`src/rtl/servo_dispense_scheduler.sv`:
```
// servo_dispense_scheduler: queues vend requests and sequences one servo at a
// time through vend -> hold -> return, while driving frame-aligned PWM on all
// servo channels. Idle channels always carry the home pulse.
//
// Ports:
//   clk, rst        clock, asynchronous active-low reset
//   req_valid/id    vend request handshake (accepted when req_ready)
//   req_ready       request FIFO has space
//   servo_out       registered PWM, one bit per servo
//   busy            a vend cycle is in progress (VEND or RETURN)
//   active_id       servo being sequenced; holds its last value when idle
//   done_pulse/id   one-cycle strobe at the end of a vend cycle
//   err_pulse       one-cycle strobe when an out-of-range id is discarded
//   fifo_count      number of queued requests
module servo_dispense_scheduler #(
    parameter int unsigned NUM_SERVOS    = 4,
    parameter int unsigned PERIOD_CYCLES = 1000000,
    parameter int unsigned PULSE_HOME    = 50000,
    parameter int unsigned PULSE_VEND    = 100000,
    parameter int unsigned HOLD_FRAMES   = 25,
    parameter int unsigned RETURN_FRAMES = 25,
    parameter int unsigned FIFO_DEPTH    = 4
) (
    input  logic                  clk,
    input  logic                  rst,
    input  logic                  req_valid,
    input  logic [2:0]            req_id,
    output logic                  req_ready,
    output logic [NUM_SERVOS-1:0] servo_out,
    output logic                  busy,
    output logic [2:0]            active_id,
    output logic                  done_pulse,
    output logic [2:0]            done_id,
    output logic                  err_pulse,
    output logic [2:0]            fifo_count
);
    localparam int unsigned ID_W   = 3;
    localparam int unsigned CNT_W  = 3;
    localparam int unsigned FC_W   = (PERIOD_CYCLES > 1) ? $clog2(PERIOD_CYCLES) : 1;
    localparam int unsigned PTR_W  = (FIFO_DEPTH > 1) ? $clog2(FIFO_DEPTH) : 1;
    localparam int unsigned MAX_FR = (HOLD_FRAMES > RETURN_FRAMES) ? HOLD_FRAMES : RETURN_FRAMES;
    localparam int unsigned FR_W   = (MAX_FR > 1) ? $clog2(MAX_FR) : 1;

    typedef enum logic [1:0] {
        S_IDLE   = 2'd0,
        S_VEND   = 2'd1,
        S_RETURN = 2'd2
    } state_t;

    state_t              state, state_d;
    logic [FR_W-1:0]     fcnt, fcnt_d;
    logic [ID_W-1:0]     active_d, done_id_d;
    logic                done_d, err_d;

    logic [FC_W-1:0]     frame_cnt;
    logic                frame_end;

    logic [ID_W-1:0]     fifo_mem [FIFO_DEPTH];
    logic [PTR_W-1:0]    wr_ptr, rd_ptr;
    logic [CNT_W-1:0]    count_d;
    logic [ID_W-1:0]     head_id;
    logic                head_valid;
    logic                push, pop;

    logic [FC_W-1:0]     pulse_w [NUM_SERVOS];

    assign frame_end  = (frame_cnt == FC_W'(PERIOD_CYCLES - 1));
    assign push       = req_valid && req_ready;
    assign head_id    = fifo_mem[rd_ptr];
    assign head_valid = (32'(head_id) < NUM_SERVOS);

    // Next-state logic; every transition (and every pop) happens on the frame boundary.
    always_comb begin
        state_d   = state;
        fcnt_d    = fcnt;
        active_d  = active_id;
        done_d    = 1'b0;
        done_id_d = done_id;
        err_d     = 1'b0;
        pop       = 1'b0;
        if (frame_end) begin
            case (state)
                S_IDLE: begin
                    if (fifo_count != '0) begin
                        pop = 1'b1;
                        if (head_valid) begin
                            state_d  = S_VEND;
                            active_d = head_id;
                            fcnt_d   = '0;
                        end else begin
                            err_d = 1'b1;
                        end
                    end
                end
                S_VEND: begin
                    if (fcnt == FR_W'(HOLD_FRAMES - 1)) begin
                        state_d = S_RETURN;
                        fcnt_d  = '0;
                    end else begin
                        fcnt_d = fcnt + FR_W'(1);
                    end
                end
                S_RETURN: begin
                    if (fcnt == FR_W'(RETURN_FRAMES - 1)) begin
                        done_d    = 1'b1;
                        done_id_d = active_id;
                        fcnt_d    = '0;
                        state_d   = S_IDLE;
                        // Chain straight into the next queued vend without an idle frame.
                        if (fifo_count != '0) begin
                            pop = 1'b1;
                            if (head_valid) begin
                                state_d  = S_VEND;
                                active_d = head_id;
                            end else begin
                                err_d = 1'b1;
                            end
                        end
                    end else begin
                        fcnt_d = fcnt + FR_W'(1);
                    end
                end
                default: state_d = S_IDLE;
            endcase
        end
    end

    // FSM state and status outputs.
    always_ff @(posedge clk or negedge rst) begin
        if (!rst) begin
            state      <= S_IDLE;
            fcnt       <= '0;
            active_id  <= '0;
            done_pulse <= 1'b0;
            done_id    <= '0;
            err_pulse  <= 1'b0;
            busy       <= 1'b0;
        end else begin
            state      <= state_d;
            fcnt       <= fcnt_d;
            active_id  <= active_d;
            done_pulse <= done_d;
            done_id    <= done_id_d;
            err_pulse  <= err_d;
            busy       <= (state_d != S_IDLE);
        end
    end

    // Occupancy bookkeeping; push and pop together leave the count unchanged.
    always_comb begin
        count_d = fifo_count;
        case ({push, pop})
            2'b10:   count_d = fifo_count + CNT_W'(1);
            2'b01:   count_d = fifo_count - CNT_W'(1);
            default: count_d = fifo_count;
        endcase
    end

    // Frame counter, FIFO pointers and occupancy.
    always_ff @(posedge clk or negedge rst) begin
        if (!rst) begin
            frame_cnt  <= '0;
            wr_ptr     <= '0;
            rd_ptr     <= '0;
            fifo_count <= '0;
            req_ready  <= 1'b1;
        end else begin
            frame_cnt  <= frame_end ? '0 : frame_cnt + FC_W'(1);
            if (push) begin
                wr_ptr <= (wr_ptr == PTR_W'(FIFO_DEPTH - 1)) ? '0 : wr_ptr + PTR_W'(1);
            end
            if (pop) begin
                rd_ptr <= (rd_ptr == PTR_W'(FIFO_DEPTH - 1)) ? '0 : rd_ptr + PTR_W'(1);
            end
            fifo_count <= count_d;
            req_ready  <= (count_d != CNT_W'(FIFO_DEPTH));
        end
    end

    // Request storage; contents need no reset since occupancy gates every read.
    always_ff @(posedge clk) begin
        if (push) begin
            fifo_mem[wr_ptr] <= req_id;
        end
    end

    // Per-servo pulse width; state and active_id only move at frame boundaries.
    always_comb begin
        for (int i = 0; i < NUM_SERVOS; i++) begin
            pulse_w[i] = ((state == S_VEND) && (active_id == ID_W'(i))) ?
                         FC_W'(PULSE_VEND) : FC_W'(PULSE_HOME);
        end
    end

    // PWM outputs.
    always_ff @(posedge clk or negedge rst) begin
        if (!rst) begin
            servo_out <= '0;
        end else begin
            for (int i = 0; i < NUM_SERVOS; i++) begin
                servo_out[i] <= (frame_cnt < pulse_w[i]);
            end
        end
    end

endmodule

```
`config.mk`:
```
export PLATFORM = sky130hd
export DESIGN_NAME = servo_dispense_scheduler
export DESIGN_NICKNAME = d
export VERILOG_FILES = /design/src/rtl/servo_dispense_scheduler.sv
export SDC_FILE = /design/constraint.sdc
export NUM_CORES = 1
export LEC_CHECK = 0
export ABC_AREA = 1
export CAP_MARGIN = 40
export CORE_UTILIZATION = 54
export CTS_CLUSTER_DIAMETER = 60
export DETAILED_ROUTE_END_ITERATION = 8
export GPL_TIMING_DRIVEN = 0
export PLACE_DENSITY = 0.82
export REMOVE_ABC_BUFFERS = 1
export SYNTH_ARGS = -nofsm -noshare
export SYNTH_HDL_FRONTEND = slang
export SYNTH_SLANG_ARGS = --single-unit
```
`constraint.sdc`:
```
create_clock -name clk -period 2.3 [get_ports clk]
set_input_delay 0.46 -clock clk [delete_from_list [all_inputs] [get_ports clk]]
set_output_delay 0.46 -clock clk [all_outputs]
set_load 0.02 [all_outputs]
```
==> run_results.csv <==
group,metric,value,unit
critical_path,timing.setup.critical_path_class,"register to register",
power,power_leakage,2.480,nW
synth,synth.yosys.seq_area_share,39.74,%
clocking,numCtsBuffers,9,
timing,relSlewSlack,74.73,%
grt,grt_usage,25.53,%
routing,drt_wl_total,8.849,mm
layout,postLayoutCellArea,4766,um2
grt,global_route.overflow_total,0,
grt,grt_first_pass_wirelength,14.84,mm
synth,fraction_of_synthesized_cell_area_taken_by_the_top_area_cell_type,29.91,%
placed_design,place_congestion,0.9522,
clocking,clock_buffer_depth,2,
synth,ys_types,35,
timing,final_max_slew_viol_count,0,
outcome,status,"finished, final reports clean",
layout,seqCellArea,1575,um2
floorplan,die_width,87.34,um
power,post-layout-total-power,2.069,mW
placed_design,post-dp-hpwl,6.340,mm
grt,number_of_antenna_violations_at_the_first_check_in_global_routing,0,
floorplan,initial_util,56.94,%
timing,layout_min_cycle_time,2.262,ns
clocking,cts_max_level,3,
run,maxcap_violations,0,
routing,dr_total_vias,3498,
layout,area_growth,21.19,%
critical_path,cp_top_family,"adder cells",
synth,synthArstFlopShare,80.00,%
timing,rsz_0062_raised_after_global_routing,"yes",
synth,synth-seq-cells,60,
routing,avgViaCountPerCell,5.316,
critical_path,timing.critical_path.from_type,"register",
placed_design,placement.cell_area,4257,um2
power,vdd_ir_drop_max,0.3879,mV
critical_path,arrival,2.55,ns
layout,filler_cell_count,566,
synth,yosysTopAreaCell,"dfrtp_1",
timing,clock-skew-final,0.005892,ns
floorplan,ioPinCount,23,
synth,postSynthCellCount,496,
floorplan,floorplan.die_area,7627,um2
critical_path,slowest_stage,"dfrtp_1",
power,logic_gate_share_of_total_power,1.5,%
synth,synthesized_cell_area,3933,um2
clocking,clock_latency_late_sink,0.35,ns
timing,tightest_slew,0.3751,ns
floorplan,std_cell_rows,30,
grt,largest_net_degree_at_the_start_of_global_routing,38,
clocking,path_clk_slew,0.07,ns
grt,first_global_vias,3373,
critical_path,slowest_delay,0.37,ns
synth,synth_top_cells_by_area,"dfrtp_1 30%, ha_1 13%, nand2_1 12%, edfxtp_1 9.2%, inv_1 7.6%",
synth,avgSynthCellArea,7.928,um2
critical_path,critical_path.max_fanout,3,
critical_path,critical_path.n_buffers_inverters,2,
power,switching_power,469.2,uW
timing,portion_of_the_clock_cycle_consumed_by_the_worst_path_in_the_final_layout,98.33,%
timing,final_hold_violation_count,0,
synth,warnings_from_yosys,0,
floorplan,dieHeight,87.34,um
critical_path,timing.critical_path.cells,"ha_2, nand2_1, nor2_2, nand2_2, inv_2, nand3_4, nor2_4, ha_4, inv_2, fa_2, a21oi_2, o21ai_1, xor2_1, nand2_1",
layout,layout.cells.most_common_list,"116 x nand2_1, 78 x inv_1, 47 x nor2_1",
power,internal_power,1.599,mW
power,power_density,434.0,nW/um2
clocking,cts_num_sinks,60,
routing,firstDrtPassIters,4,
floorplan,floorplan.core_area,6907,um2
timing,max_clock_freq,442.2,MHz
routing,route.antenna.remaining_nets,0,
routing,post-route-drc-count,0,
power,sequential_cell_fraction_of_total_power,52.4,%
layout,layout_commonest_cell,"nand2_1",
critical_path,cp-end-kind,"register",
clocking,tritoncts_clock_tree,"built",
synth,synthFlopType,"dfrtp_1",
critical_path,worstPathRequired,2.58,ns
layout,final_nets,605,
power,power.share.switching,22.68,%
clocking,cts-root-buf,"clkbuf_8",
routing,post_drt_wl_per_cell,13.45,um
layout,drive_gt1_share,18.33,%
worst_hold_path,worst_hold_path_type,"register to register",
timing,setup_viol,0,
synth,number_of_enable_type_register_cells_in_the_synthesized_netlist,12,
layout,num_antenna_cells,0,
power,power_frac_clock,46.1,%
routing,drt_iter0_drc,186,
layout,area_of_the_multi_input_gates,2069,um2
placed_design,placement.io_buffers,22,
## layout make-up
cell class              count  share of cell area, %
clock inverters             7                  1.601
clock buffers               9                  2.599
repair buffers             54                  9.871
inverters                  88                  6.931
well taps                  96                  2.520
multi-input cells         344                  43.42
flip-flops and latches     60                  33.05
## per-layer routing
metal	global-route usage, %	vias up	wire [um]
met5	0	-	0
met1	28.30	1651	3526
li1	-	1721	-
met4	11.03	0	248
met3	6.919	24	419
met2	45.74	102	4653
## cells in the mapped netlist (all sizes together) (3+ instances only)
library cell,n
nand2,127
inv,87
nor2,58
dfrtp,47
ha,41
nand3,24
o21ai,21
a21oi,20
nor3,16
edfxtp,12
nand4,12
xor2,7
a311oi,4
and3,4
buf,4
nand3b,3
xnor2,3
## final timing paths
kind,depth (start not counted),endpoint,from,slack [ns]
max in group asynchronous,3,req_ready$_DFF_PN1_,rst,1.21
setup / recovery,14,req_ready$_DFF_PN1_,frame_cnt[0]$_DFF_PN0_,0.04
hold reg to reg,2,fcnt[3]$_DFFE_PN0P_,fcnt[3]$_DFFE_PN0P_,0.50
min in group asynchronous,2,servo_out[3]$_DFF_PN0_,rst,0.53
setup reg to reg,14,req_ready$_DFF_PN1_,frame_cnt[0]$_DFF_PN0_,0.04
hold / removal,2,fcnt[3]$_DFFE_PN0P_,fcnt[3]$_DFFE_PN0P_,0.50
## worst min-delay path, delay by kind of cell (launching register included)
family           cells  cell delay, ns
flip-flops           1            0.36
AND/OR/NAND/NOR      2            0.12
## power groups by stage
stage                     sequential, mW  clock (mW)  combinational (mW)
after detailed placement            1.10           0              0.0312
after CTS                           1.08       0.973              0.0326
final                               1.08       0.954              0.0310
after global routing                1.08        1.02              0.0358
after global placement              1.11           0              0.0269
after floorplan                     1.11           0          0.00000140
## stage by stage
| stage | hold WS, ns | instances | setup TNS (ns) | util (%) | setup slack, ns |
|---|---|---|---|---|---|
| 2_1_floorplan | 0.1644 | 492 | -0.02311 | - | -0.01631 |
| 3_3_place_gp | 0.4601 | 610 | -30.03 | 61.41 | -0.6263 |
| 3_5_place_dp | 0.3718 | 611 | -0.7940 | 61.63 | -0.3463 |
| 4_1_cts | 0.4989 | 642 | 0 | 66.68 | 0.0006732 |
| 5_1_grt | 0.5388 | 658 | -0.1912 | 69.00 | -0.1081 |
| 6_report | 0.5012 | 658 | 0 | 69.00 | 0.03837 |
## logic make-up (layout without fill, tap and decap cells)
group / Yosys count / in the layout / synth area share [%]
buf+inv: 92 / 158 / 9.195
xor+xnor: 10 / 10 / 2.227
flops: 60 / 60 / 39.74
fa+ha+maj: 42 / 42 / 13.55
simple gates: 245 / 245 / 28.73
compound gates: 47 / 47 / 6.554
## flip-flops by register name, summed over array words and instances, names as in the netlist
signal / cells
rd_ptr: 2
fcnt: 5
servo_out: 4
err_pulse: 1
done_id: 3
req_ready: 1
done_pulse: 1
active_id: 3
fifo_mem: 12
frame_cnt: 20
fifo_count: 3
busy: 1
state: 2
wr_ptr: 2
## timing repair
item,4_1_cts,5_1_grt
setup buffers,14,16
pin swaps,7,10
setup endpoints to repair,3,6
hold endpoints to repair,11,0
hold buffers,1,0
resized for setup,16,15
No activity file was read; power rests on OpenSTA's default activity.
